===== config.mk =====
export PLATFORM = sky130hd
export DESIGN_NAME = seg_scan_decoder
export DESIGN_NICKNAME = d
export VERILOG_FILES = /design/src/rtl/seg_scan_decoder_pkg.sv /design/src/rtl/seg_scan_decoder_pattern.sv /design/src/rtl/seg_scan_decoder.sv
export SDC_FILE = /design/constraint.sdc
export NUM_CORES = 1
export LEC_CHECK = 0
export ABC_CLOCK_PERIOD_IN_PS = 4380
export CAP_MARGIN = 30
export CELL_PAD_IN_SITES_DETAIL_PLACEMENT = 0
export CELL_PAD_IN_SITES_GLOBAL_PLACEMENT = 1
export CORE_ASPECT_RATIO = 0.9
export CORE_UTILIZATION = 45
export CTS_CLUSTER_DIAMETER = 30
export DETAILED_ROUTE_END_ITERATION = 6
export MAX_ROUTING_LAYER = met4
export PLACE_DENSITY_LB_ADDON = 0.1
export SLEW_MARGIN = 40
export SYNTH_ARGS = -nofsm -noshare
export SYNTH_HDL_FRONTEND = slang
export SYNTH_SLANG_ARGS = --single-unit

===== constraint.sdc =====
create_clock -name clk_400 -period 4.38 [get_ports clk_400]
set_input_delay 0.876 -clock clk_400 [delete_from_list [all_inputs] [get_ports clk_400]]
set_output_delay 0.876 -clock clk_400 [all_outputs]
set_load 0.02 [all_outputs]

===== src/rtl/seg_scan_decoder_pkg.sv =====
// seg_scan_decoder_pkg
//   Shared constants for the scanned seven-segment frame decoder:
//   segment patterns (active-low, {g,f,e,d,c,b,a}), scanner state
//   encoding, output widths and the BCD-to-binary helper.
package seg_scan_decoder_pkg;

    localparam int SCORE_W = 11;
    localparam int BCD_W   = 4;

    // Active-low segment patterns for digits 0..9.
    localparam logic [6:0] SEG_0 = 7'b1000000;
    localparam logic [6:0] SEG_1 = 7'b1111001;
    localparam logic [6:0] SEG_2 = 7'b0100100;
    localparam logic [6:0] SEG_3 = 7'b0110000;
    localparam logic [6:0] SEG_4 = 7'b0011001;
    localparam logic [6:0] SEG_5 = 7'b0010010;
    localparam logic [6:0] SEG_6 = 7'b0000010;
    localparam logic [6:0] SEG_7 = 7'b1111000;
    localparam logic [6:0] SEG_8 = 7'b0000000;
    localparam logic [6:0] SEG_9 = 7'b0010000;

    // Scanner states.
    localparam logic [0:0] ST_SYNC    = 1'b0;
    localparam logic [0:0] ST_COLLECT = 1'b1;

    // d3*1000 + d2*100 + d1*10 + d0 built from shifted adds:
    //   1000 = 512+256+128+64+32+8, 100 = 64+32+4, 10 = 8+2.
    function automatic logic [13:0] bcd_to_bin(
        input logic [3:0] d3,
        input logic [3:0] d2,
        input logic [3:0] d1,
        input logic [3:0] d0
    );
        logic [13:0] e3, e2, e1, e0;
        e3 = {10'b0, d3};
        e2 = {10'b0, d2};
        e1 = {10'b0, d1};
        e0 = {10'b0, d0};
        return (e3 << 9) + (e3 << 8) + (e3 << 7) + (e3 << 6) + (e3 << 5) + (e3 << 3)
             + (e2 << 6) + (e2 << 5) + (e2 << 2)
             + (e1 << 3) + (e1 << 1)
             + e0;
    endfunction

endpackage


===== src/rtl/seg_scan_decoder_pattern.sv =====
// seg_pattern_decoder
//   Combinational inverse of the seven-segment encoder.
//   Ports:
//     seg   in  [6:0] active-low pattern {g,f,e,d,c,b,a}
//     value out [3:0] decoded digit (0 when not a digit pattern)
//     ok    out       high when seg is one of the ten digit patterns
module seg_pattern_decoder
    import seg_scan_decoder_pkg::*;
(
    input  logic [6:0] seg,
    output logic [3:0] value,
    output logic       ok
);

    always_comb begin
        value = '0;
        ok    = 1'b1;
        case (seg)
            SEG_0: value = 4'd0;
            SEG_1: value = 4'd1;
            SEG_2: value = 4'd2;
            SEG_3: value = 4'd3;
            SEG_4: value = 4'd4;
            SEG_5: value = 4'd5;
            SEG_6: value = 4'd6;
            SEG_7: value = 4'd7;
            SEG_8: value = 4'd8;
            SEG_9: value = 4'd9;
            default: ok = 1'b0;
        endcase
    end

endmodule


===== src/rtl/seg_scan_decoder.sv =====
// seg_scan_decoder
//   Snoops a multiplexed 4-digit seven-segment display and recovers the
//   displayed number. A frame is digits 0,1,2,3 in scan order; a complete,
//   well-formed frame of value <= 2047 is registered, anything else pulses err.
//   Ports:
//     clk_400    in        scan clock (same clock as the display mux)
//     rst        in        asynchronous active-high reset
//     seg        in  [7:0] active-low segments, seg[7]=dp (ignored)
//     an         in  [3:0] active-low digit enables, an[0]=ones
//     score      out [10:0] last accepted value, binary
//     digits     out [15:0] last accepted value, BCD {d3,d2,d1,d0}
//     valid      out       a frame has been accepted since reset
//     frame_done out       pulse per accepted frame
//     changed    out       pulse when accepted value differs (or first frame)
//     err        out       pulse per rejected frame
module seg_scan_decoder
    import seg_scan_decoder_pkg::*;
(
    input  logic                 clk_400,
    input  logic                 rst,
    input  logic [7:0]           seg,
    input  logic [3:0]           an,
    output logic [SCORE_W-1:0]   score,
    output logic [4*BCD_W-1:0]   digits,
    output logic                 valid,
    output logic                 frame_done,
    output logic                 changed,
    output logic                 err
);

    logic [0:0]       state_q;
    logic [1:0]       exp_q;
    logic [2:0]       tmo_q;
    logic             bad_q;
    logic [BCD_W-1:0] d0_q, d1_q, d2_q;

    logic             active;
    logic [1:0]       idx;
    logic [3:0]       dec_val;
    logic             dec_ok;
    logic             frame_bad;
    logic [13:0]      frame_val;
    logic             unused_dp;

    assign unused_dp = seg[7];

    seg_pattern_decoder u_pattern (
        .seg   (seg[6:0]),
        .value (dec_val),
        .ok    (dec_ok)
    );

    // Exactly one low enable selects a digit; anything else is idle.
    always_comb begin
        active = 1'b0;
        idx    = '0;
        case (an)
            4'b1110: begin active = 1'b1; idx = 2'd0; end
            4'b1101: begin active = 1'b1; idx = 2'd1; end
            4'b1011: begin active = 1'b1; idx = 2'd2; end
            4'b0111: begin active = 1'b1; idx = 2'd3; end
            default: ;
        endcase
    end

    // Index 3 is never stored; it is folded straight into the value.
    assign frame_bad = bad_q | ~dec_ok;
    assign frame_val = bcd_to_bin(dec_val, d2_q, d1_q, d0_q);

    always_ff @(posedge clk_400 or posedge rst) begin
        if (rst) begin
            state_q    <= ST_SYNC;
            exp_q      <= '0;
            tmo_q      <= '0;
            bad_q      <= 1'b0;
            d0_q       <= '0;
            d1_q       <= '0;
            d2_q       <= '0;
            score      <= '0;
            digits     <= '0;
            valid      <= 1'b0;
            frame_done <= 1'b0;
            changed    <= 1'b0;
            err        <= 1'b0;
        end else begin
            frame_done <= 1'b0;
            changed    <= 1'b0;
            err        <= 1'b0;
            case (state_q)
                ST_SYNC: begin
                    if (active && idx == 2'd0) begin
                        d0_q    <= dec_val;
                        bad_q   <= ~dec_ok;
                        exp_q   <= 2'd1;
                        tmo_q   <= '0;
                        state_q <= ST_COLLECT;
                    end
                end
                ST_COLLECT: begin
                    if (!active) begin
                        // Seventh consecutive idle cycle abandons the frame.
                        if (tmo_q == 3'd6) begin
                            err     <= 1'b1;
                            state_q <= ST_SYNC;
                            exp_q   <= '0;
                            tmo_q   <= '0;
                            bad_q   <= 1'b0;
                        end else begin
                            tmo_q <= tmo_q + 3'd1;
                        end
                    end else if (idx == exp_q) begin
                        tmo_q <= '0;
                        case (idx)
                            2'd1:    d1_q <= dec_val;
                            2'd2:    d2_q <= dec_val;
                            default: ;
                        endcase
                        if (idx == 2'd3) begin
                            state_q <= ST_SYNC;
                            exp_q   <= '0;
                            bad_q   <= 1'b0;
                            if (frame_bad || frame_val > 14'd2047) begin
                                err <= 1'b1;
                            end else begin
                                score      <= frame_val[SCORE_W-1:0];
                                digits     <= {dec_val, d2_q, d1_q, d0_q};
                                valid      <= 1'b1;
                                frame_done <= 1'b1;
                                changed    <= !valid || (frame_val[SCORE_W-1:0] != score);
                            end
                        end else begin
                            exp_q <= exp_q + 2'd1;
                            bad_q <= frame_bad;
                        end
                    end else begin
                        // Out-of-order digit: reject; a fresh index 0 restarts.
                        err   <= 1'b1;
                        tmo_q <= '0;
                        if (idx == 2'd0) begin
                            d0_q  <= dec_val;
                            bad_q <= ~dec_ok;
                            exp_q <= 2'd1;
                        end else begin
                            state_q <= ST_SYNC;
                            exp_q   <= '0;
                            bad_q   <= 1'b0;
                        end
                    end
                end
                default: state_q <= ST_SYNC;
            endcase
        end
    end

endmodule


# Word-level counts from Yosys, hierarchy flattened
# Index checks and enable logic that the tools add are counted.
dict set report totals {
  ff_bits 50
  in_bits 14
  out_inout_bits 31
  wordCells 118
}
dict set report classes {
  addsub 13
  n_lt_le_gt_ge 1
  eq_ne 24
  muxes 50
  bitwise_logic 4
  n_reduce_logical 13
}
# operator n
set op_table {}
lappend op_table {{$pmux 4 s9} 1}
lappend op_table {{$mux 1} 31}
lappend op_table {{$add 14x10->14} 2}
lappend op_table {{$add 14x7->14} 2}
lappend op_table {{$add 14x9->14} 2}
lappend op_table {{$eq 7x5->1 const B} 3}
lappend op_table {{$eq 7x7->1 const B} 3}
lappend op_table {{$mux 4} 4}
lappend op_table {{$add 13x12->14} 1}
lappend op_table {{$add 14x11->14} 1}
lappend op_table {{$add 14x4->14} 1}
lappend op_table {{$add 14x5->14} 1}
lappend op_table {{$add 14x6->14} 1}
lappend op_table {{$eq 7x6->1 const B} 2}
lappend op_table {{$gt 14x11->1 const B} 1}
lappend op_table {{$eq 4x4->1 const B} 3}
lappend op_table {{$reduce_and 4->1} 3}
lappend op_table {{$ne 11x11->1} 1}
lappend op_table {{$mux 2} 5}
lappend op_table {{$reduce_or 10->1} 1}
lappend op_table {{$mux 3} 3}
lappend op_table {{$pmux 4 s2} 1}
lappend op_table {{$eq 7x2->1 const B} 1}
lappend op_table {{$logic_not 7->1} 1}
lappend op_table {{23 further kinds} 30}

# Longest topological paths before layout
dict set report logic_depth {
  ltp_word 20
  mapped_depth 19
  ltp_nobuf 18
}

# By module
# From an unflattened synthesis, not the netlist that was laid out.
dict set report hier_totals {
  cells_unflattened 353
  hier_area_um2 3798.6
}
# mod n_inst cells_per_inst area_per_inst_um2 seq_area_each_um2
set by_module_without_submodules {}
lappend by_module_without_submodules {seg_scan_decoder 1 321 3574.7 1226.2}
lappend by_module_without_submodules {seg_pattern_decoder 1 32 224.0 0.0}

# Worst setup path before layout
# Ideal clock, no wire load.
dict set report synth_path {
  kind {input to register}
  startpoint {input port seg[6]}
  endpoint {register digits[10]}
  setup_time_ns 0.125
  t_arrival_ns 5.333
  required_ns 4.255
  path_slack_ns -1.078
  cell_stages 15
  path_buffers 2
  path_cell_list {or3_1 -> or3_1 -> nor2_1 -> fa_1 -> fa_1 -> fa_1 -> ha_1 -> buf_6 -> a21oi_4 -> a21oi_1 -> a2111oi_0 -> and4_4 -> nand4b_4 -> buf_6 -> mux2_4}
}
dict set report synth_between {
  elab_chain_cells 17
  elab_cells_between_ends 30
  classes_between {11 x add/sub; 1 x order compare; 9 x eq/ne; 2 x mux; 3 x bitwise; 4 x reduce/logical}
}
# item line
set synth_rtl {}
lappend synth_rtl {{from (decl)} seg_scan_decoder.sv:21} ;# input logic [7:0] seg,
lappend synth_rtl {{$eq 7x5->1, or another cell as far along} seg_scan_decoder_pattern.sv:18} ;# case (seg)
lappend synth_rtl {{$pmux 4 s9 (*)} seg_scan_decoder_pattern.sv:18}
lappend synth_rtl {{via dec_val[3]} seg_scan_decoder.sv:39} ;# logic [3:0] dec_val;
lappend synth_rtl {{$add 13x12->14} seg_scan_decoder_pkg.sv:39} ;# return (e3 << 9) + (e3 << 8) + (e3 << 7) + (e3 << 6) + (e3 << 5) + (e3 << 3)
lappend synth_rtl {{$add 14x11->14} seg_scan_decoder_pkg.sv:39}
lappend synth_rtl {{$add 14x10->14} seg_scan_decoder_pkg.sv:39}
lappend synth_rtl {{$add 14x9->14} seg_scan_decoder_pkg.sv:39}
lappend synth_rtl {{$add 14x7->14 (*)} seg_scan_decoder_pkg.sv:39}
lappend synth_rtl {{[2 not listed]} -}
lappend synth_rtl {{$add 14x6->14 (*)} seg_scan_decoder_pkg.sv:40} ;# + (e2 << 6) + (e2 << 5) + (e2 << 2)
lappend synth_rtl {{$add 14x7->14 (*)} seg_scan_decoder_pkg.sv:41} ;# + (e1 << 3) + (e1 << 1)
lappend synth_rtl {{$add 14x5->14 (*)} seg_scan_decoder_pkg.sv:41}
lappend synth_rtl {{$add 14x4->14 (*)} seg_scan_decoder_pkg.sv:42} ;# + e0;
lappend synth_rtl {{$gt 14x11->1 (*)} seg_scan_decoder.sv:122} ;# if (frame_bad || frame_val > 14'd2047) begin
lappend synth_rtl {{$logic_or 1x1->1 (*)} seg_scan_decoder.sv:122}
lappend synth_rtl {{$not 1->1 (no source line) (*)} -}
lappend synth_rtl {{$reduce_and 5->1 (no source line) (*)} -}
lappend synth_rtl {{to (signal assigned)} seg_scan_decoder.sv:126} ;# digits <= {dec_val, d2_q, d1_q, d0_q};
lappend synth_rtl {{to (decl)} seg_scan_decoder.sv:24} ;# output logic [4*BCD_W-1:0] digits,
# Mark *: on every way through the listed nets, which the timed path passes. The rest lies on a longest branch.
# A chain may end at the register's enable or synchronous reset.

# Worst setup path in the final report
dict set report layout_path {
  startpoint {input port seg[6]}
  endpoint {register digits[5]}
}
dict set report layout_between {
  elab_chain_cells 17
  elab_cells_between_ends 30
  classes_between {11 x add/sub; 1 x order compare; 9 x eq/ne; 2 x mux; 3 x bitwise; 4 x reduce/logical}
}
# item line
set layout_rtl {}
lappend layout_rtl {{$eq 7x5->1, or another cell as far along} seg_scan_decoder_pattern.sv:18}
lappend layout_rtl {{$pmux 4 s9} seg_scan_decoder_pattern.sv:18}
lappend layout_rtl {{$add 13x12->14} seg_scan_decoder_pkg.sv:39}
lappend layout_rtl {{$add 14x11->14} seg_scan_decoder_pkg.sv:39}
lappend layout_rtl {{$add 14x10->14} seg_scan_decoder_pkg.sv:39}
lappend layout_rtl {{$add 14x9->14} seg_scan_decoder_pkg.sv:39}
lappend layout_rtl {{$add 14x7->14} seg_scan_decoder_pkg.sv:39}
lappend layout_rtl {{$add 14x10->14} seg_scan_decoder_pkg.sv:40}
lappend layout_rtl {{$add 14x9->14} seg_scan_decoder_pkg.sv:40}
lappend layout_rtl {{$add 14x6->14} seg_scan_decoder_pkg.sv:40}
lappend layout_rtl {{$add 14x7->14} seg_scan_decoder_pkg.sv:41}
lappend layout_rtl {{$add 14x5->14} seg_scan_decoder_pkg.sv:41}
lappend layout_rtl {{$add 14x4->14} seg_scan_decoder_pkg.sv:42}
lappend layout_rtl {{$gt 14x11->1} seg_scan_decoder.sv:122}
lappend layout_rtl {{$logic_or 1x1->1 (*)} seg_scan_decoder.sv:122}
lappend layout_rtl {{$not 1->1 (no source line) (*)} -}
lappend layout_rtl {{$reduce_and 5->1 (no source line) (*)} -}
# Every way passes the cells marked *; elsewhere a longest branch is shown, timed or not.

==> flow_summary_export.csv <==
group,metric,value,unit
outcome,status,"complete, but fails checks",
outcome,violations,"setup timing",
global_route,grt_pass1_wl,15300,µm
synthesis,syn_avg_cell_area,10.9,µm²
floorplan,fp.dieH,89.7,µm
synthesis,synthFlopType,"dfrtp_1",
routing,route.met3.wl,225,µm
placed_design,hpwl,6350,µm
final_layout,final_nets,523,
floorplan,rows,31,
worst_setup_path,critical_path.max_fanout,5,
power,p_per_area,371,nW/µm²
power,p_clk_frac,0.163,
flow_run,maxCapViolCount,0,
routing,drt-pass1-iter-count,4,
routing,routed-via-count,2986,
worst_setup_path,critical_path_class,"in -> reg",
floorplan,io_pins,45,
timing,max_freq,196,MHz
global_route,antenna_found_initial,0,
synthesis,syn_inst,354,
routing,wl_met1,4300,µm
placed_design,globalplace.congestion,0.801,
routing,top_layer,"met4",
cts,clockRootBuffer,"clkbuf_8",
routing,avgViaCountPerCell,5.18,
timing,rsz0062_at_grt,"true",
cts,cts_tree,"yes",
power,power_frac_seq,0.289,
worst_setup_path,r2r-start,"d1_q[1]$_DFFE_PP0P_",
synthesis,ys_warn_count,0,
global_route,grt_pass1_vias,3045,
routing,wire_per_inst,15.6,µm
placed_design,place_ws,-1.38,ns
timing,relSlewSlack,0.595,
routing,drtIter0Drc,81,
worst_setup_path,crit_slowest_cell,"fa_2",
power,sw_frac_of_total,0.371,
cts,h-tree-depth,2,
timing,hold_viol,0,
synthesis,synth-edff-count,0,
routing,postRouteAntennaNets,0,
worst_setup_path,critical_path.max_stage_delay,0.60,ns
synthesis,ys_types,60,
cts,cts.sinks,49,
timing,drv_slew,0,
worst_setup_path,endpoint_kind,"flip-flop",
floorplan,initial_utilization,0.470,
synthesis,syn_nets,416,
final_layout,syn2layout_area_growth,38.6,%
synthesis,synth_seq_area_share,0.319,
synthesis,synth_area,3850,µm²
cts,clockBufferDepth,2,
timing,finalSetupViolCount,30,
timing,post-route-period-util,1.17,
final_layout,diodes,0,
routing,routed_wl,8970,µm
placed_design,place_inst,550,
routing,drc,0,
synthesis,synth-seq-cells,49,
cts,numCtsBuffers,5,
final_layout,finalNonFillerCells,576,
hold_path,min_path_type,"reg -> reg",
timing,timing.final.ws_setup,-0.735,ns
global_route,track_usage,0.224,
global_route,grt_max_degree,50,
power,total_power,1.98,mW
worst_setup_path,startpoint,"seg[6]",
power,pwr-share-comb,0.548,
timing,timing.hold.ws,0.517,ns
timing,period_minus_slack,5.11,ns
placed_design,place_area,4840,µm²
cts,clk_transition_reported_paths,0.09,ns
floorplan,die_w,99.5,µm
cts,worst_skew_pair.late_latency,0.31,ns
floorplan,die-area,8920,µm²
timing,worst_pin_slew,0.607,ns
worst_setup_path,arrival,5.31,ns
final_layout,final_layout_size_suffix_gt1_frac,0.330,
power,p_leak,2.60,nW
power,p_sw,0.734,mW
synthesis,postSynth.asyncResetShare,1.00,
worst_setup_path,crit_chain,"buf_6 > or3_4 > or3_4 > nor2_2 > a22o_1 > buf_6 > fa_1 > fa_2 > fa_2 > ha_4 > nand4b_1 > a21boi_2 > mux2i_1 > nand4b_4 > buf_12 > buf_16 > mux2_4",
timing,skew,0.00330,ns
placed_design,portBuffers,43,
final_layout,final_area,5330,µm²
hold_path,hp-start,"digits[9]$_DFFE_PP0P_",
worst_setup_path,worstPathRequired,4.58,ns
floorplan,coreArea,8180,µm²
routing,wl_met2,4320,µm
power,max-vdd-ir-drop,0.000183,V
global_route,grt-ovfl-total,0,
worst_setup_path,worstSetupStartpointType,"input pin",
power,p_int,1.24,mW
## layout by cell type (no fill, tap or decap), types with 11 or more instances in the layout
cell type        count
inv_1               30
xnor2_1             14
mux2_2              11
nand2_1             16
nor2_1              15
dfrtp_1             49
ha_1                21
a21oi_1             13
buf_4               58
clkdlybuf4s50_1     36
mux2_4              24
fa_1                18
## sequential cells by signal (all words and copies together), names as in the netlist
signal      count
bad_q           1
changed         1
d0_q            4
d1_q            4
d2_q            4
digits         15
err             1
exp_q           2
frame_done      1
score          11
state_q         1
tmo_q           3
valid           1
## cell families after synthesis
logic type | count (synthesis) | share of synthesized area
fa+ha+maj | 48 | 0.199
flops | 49 | 0.319
simple gates | 86 | 0.132
compound gates | 64 | 0.113
buf+inv | 46 | 0.0533
xor+xnor | 21 | 0.0517
mux | 40 | 0.132
## cells in the mapped netlist (4+ instances only)
| library cell | number | area share |
|---|---|---|
| nand4_1 | 5 | 0.0081 |
| mux2_4 | 17 | 0.066 |
| mux2i_1 | 5 | 0.013 |
| a21o_1 | 4 | 0.0078 |
| nor2_1 | 18 | 0.018 |
| inv_1 | 32 | 0.031 |
| clkbuf_1 | 5 | 0.0049 |
| xnor2_1 | 14 | 0.032 |
| dfrtp_1 | 49 | 0.32 |
| nand2_1 | 16 | 0.016 |
| o21a_1 | 5 | 0.0098 |
| a21oi_1 | 15 | 0.020 |
| nor3_1 | 4 | 0.0052 |
| ha_1 | 26 | 0.085 |
| nor2b_1 | 9 | 0.015 |
| mux2_2 | 18 | 0.053 |
| fa_1 | 22 | 0.11 |
| nand4b_1 | 4 | 0.0091 |
| nand2b_1 | 4 | 0.0065 |
| buf_2 | 5 | 0.0065 |
| xor2_1 | 6 | 0.014 |
| o21ai_0 | 13 | 0.017 |
## power by group through the flow
stage | Clock, mW | Combinational (mW) | Sequential (mW)
finish | 0.323 | 1.08 | 0.571
global placement | 0 | 0.977 | 0.573
CTS | 0.333 | 1.02 | 0.568
global route | 0.347 | 1.20 | 0.580
detailed placement | 0 | 0.994 | 0.575
floorplan | 0 | 0.720 | 0.555
## per-stage QoR
step	utilization	setup TNS (ns)
after floorplan	-	-23.56
after detailed placement	0.592	-39.55
after global placement	0.591	-37.42
final	0.652	-20.60
after CTS	0.642	-22.43
after global routing	0.652	-25.19
## cell type report
type,count,area (µm²)
sequential,49,1230
clock buffer,5,68.8
inverter,32,123
clock inverter,2,35.0
timing repair buffer,114,1100
multi-input combinational,259,2630
tap,115,144
fill,647,2850
## worst paths after layout
| check | to | slack [ns] | cells after the start |
|---|---|---|---|
| hold reg to reg | digits[9]$_DFFE_PP0P_ | 0.52 | 1 |
| hold / removal | digits[9]$_DFFE_PP0P_ | 0.52 | 1 |
| setup / recovery | digits[5]$_DFFE_PP0P_ | -0.73 | 17 |
| min in group asynchronous | score[10]$_DFFE_PP0P_ | 0.99 | 2 |
| max in group asynchronous | digits[9]$_DFFE_PP0P_ | 2.98 | 2 |
| setup reg to reg | digits[5]$_DFFE_PP0P_ | 0.25 | 16 |
## critical path, delay by kind of cell
family          cells  cell delay (ns)
compound gates      2             0.34
mux                 2             0.56
buf+inv             4             0.49
fa+ha+maj           4             1.80
simple gates        5             1.25
## routing by layer
layer	GRT usage	vias to the layer above
li1	-	1455
met1	0.301	1469
met2	0.354	52
met3	0.0381	10
met4	0.0502	0
met5	-	-
## what timing repair did
| action | in CTS | in global routing |
|---|---|---|
| hold buffers | 0 | 0 |
| pin swaps | 21 | 25 |
| cloned | 3 | 0 |
| buffers inserted | 16 | 4 |
| endpoints found under the setup margin | 30 | 30 |
| resized for setup | 46 | 16 |
Note: power is estimated with default switching activity, not from simulation.
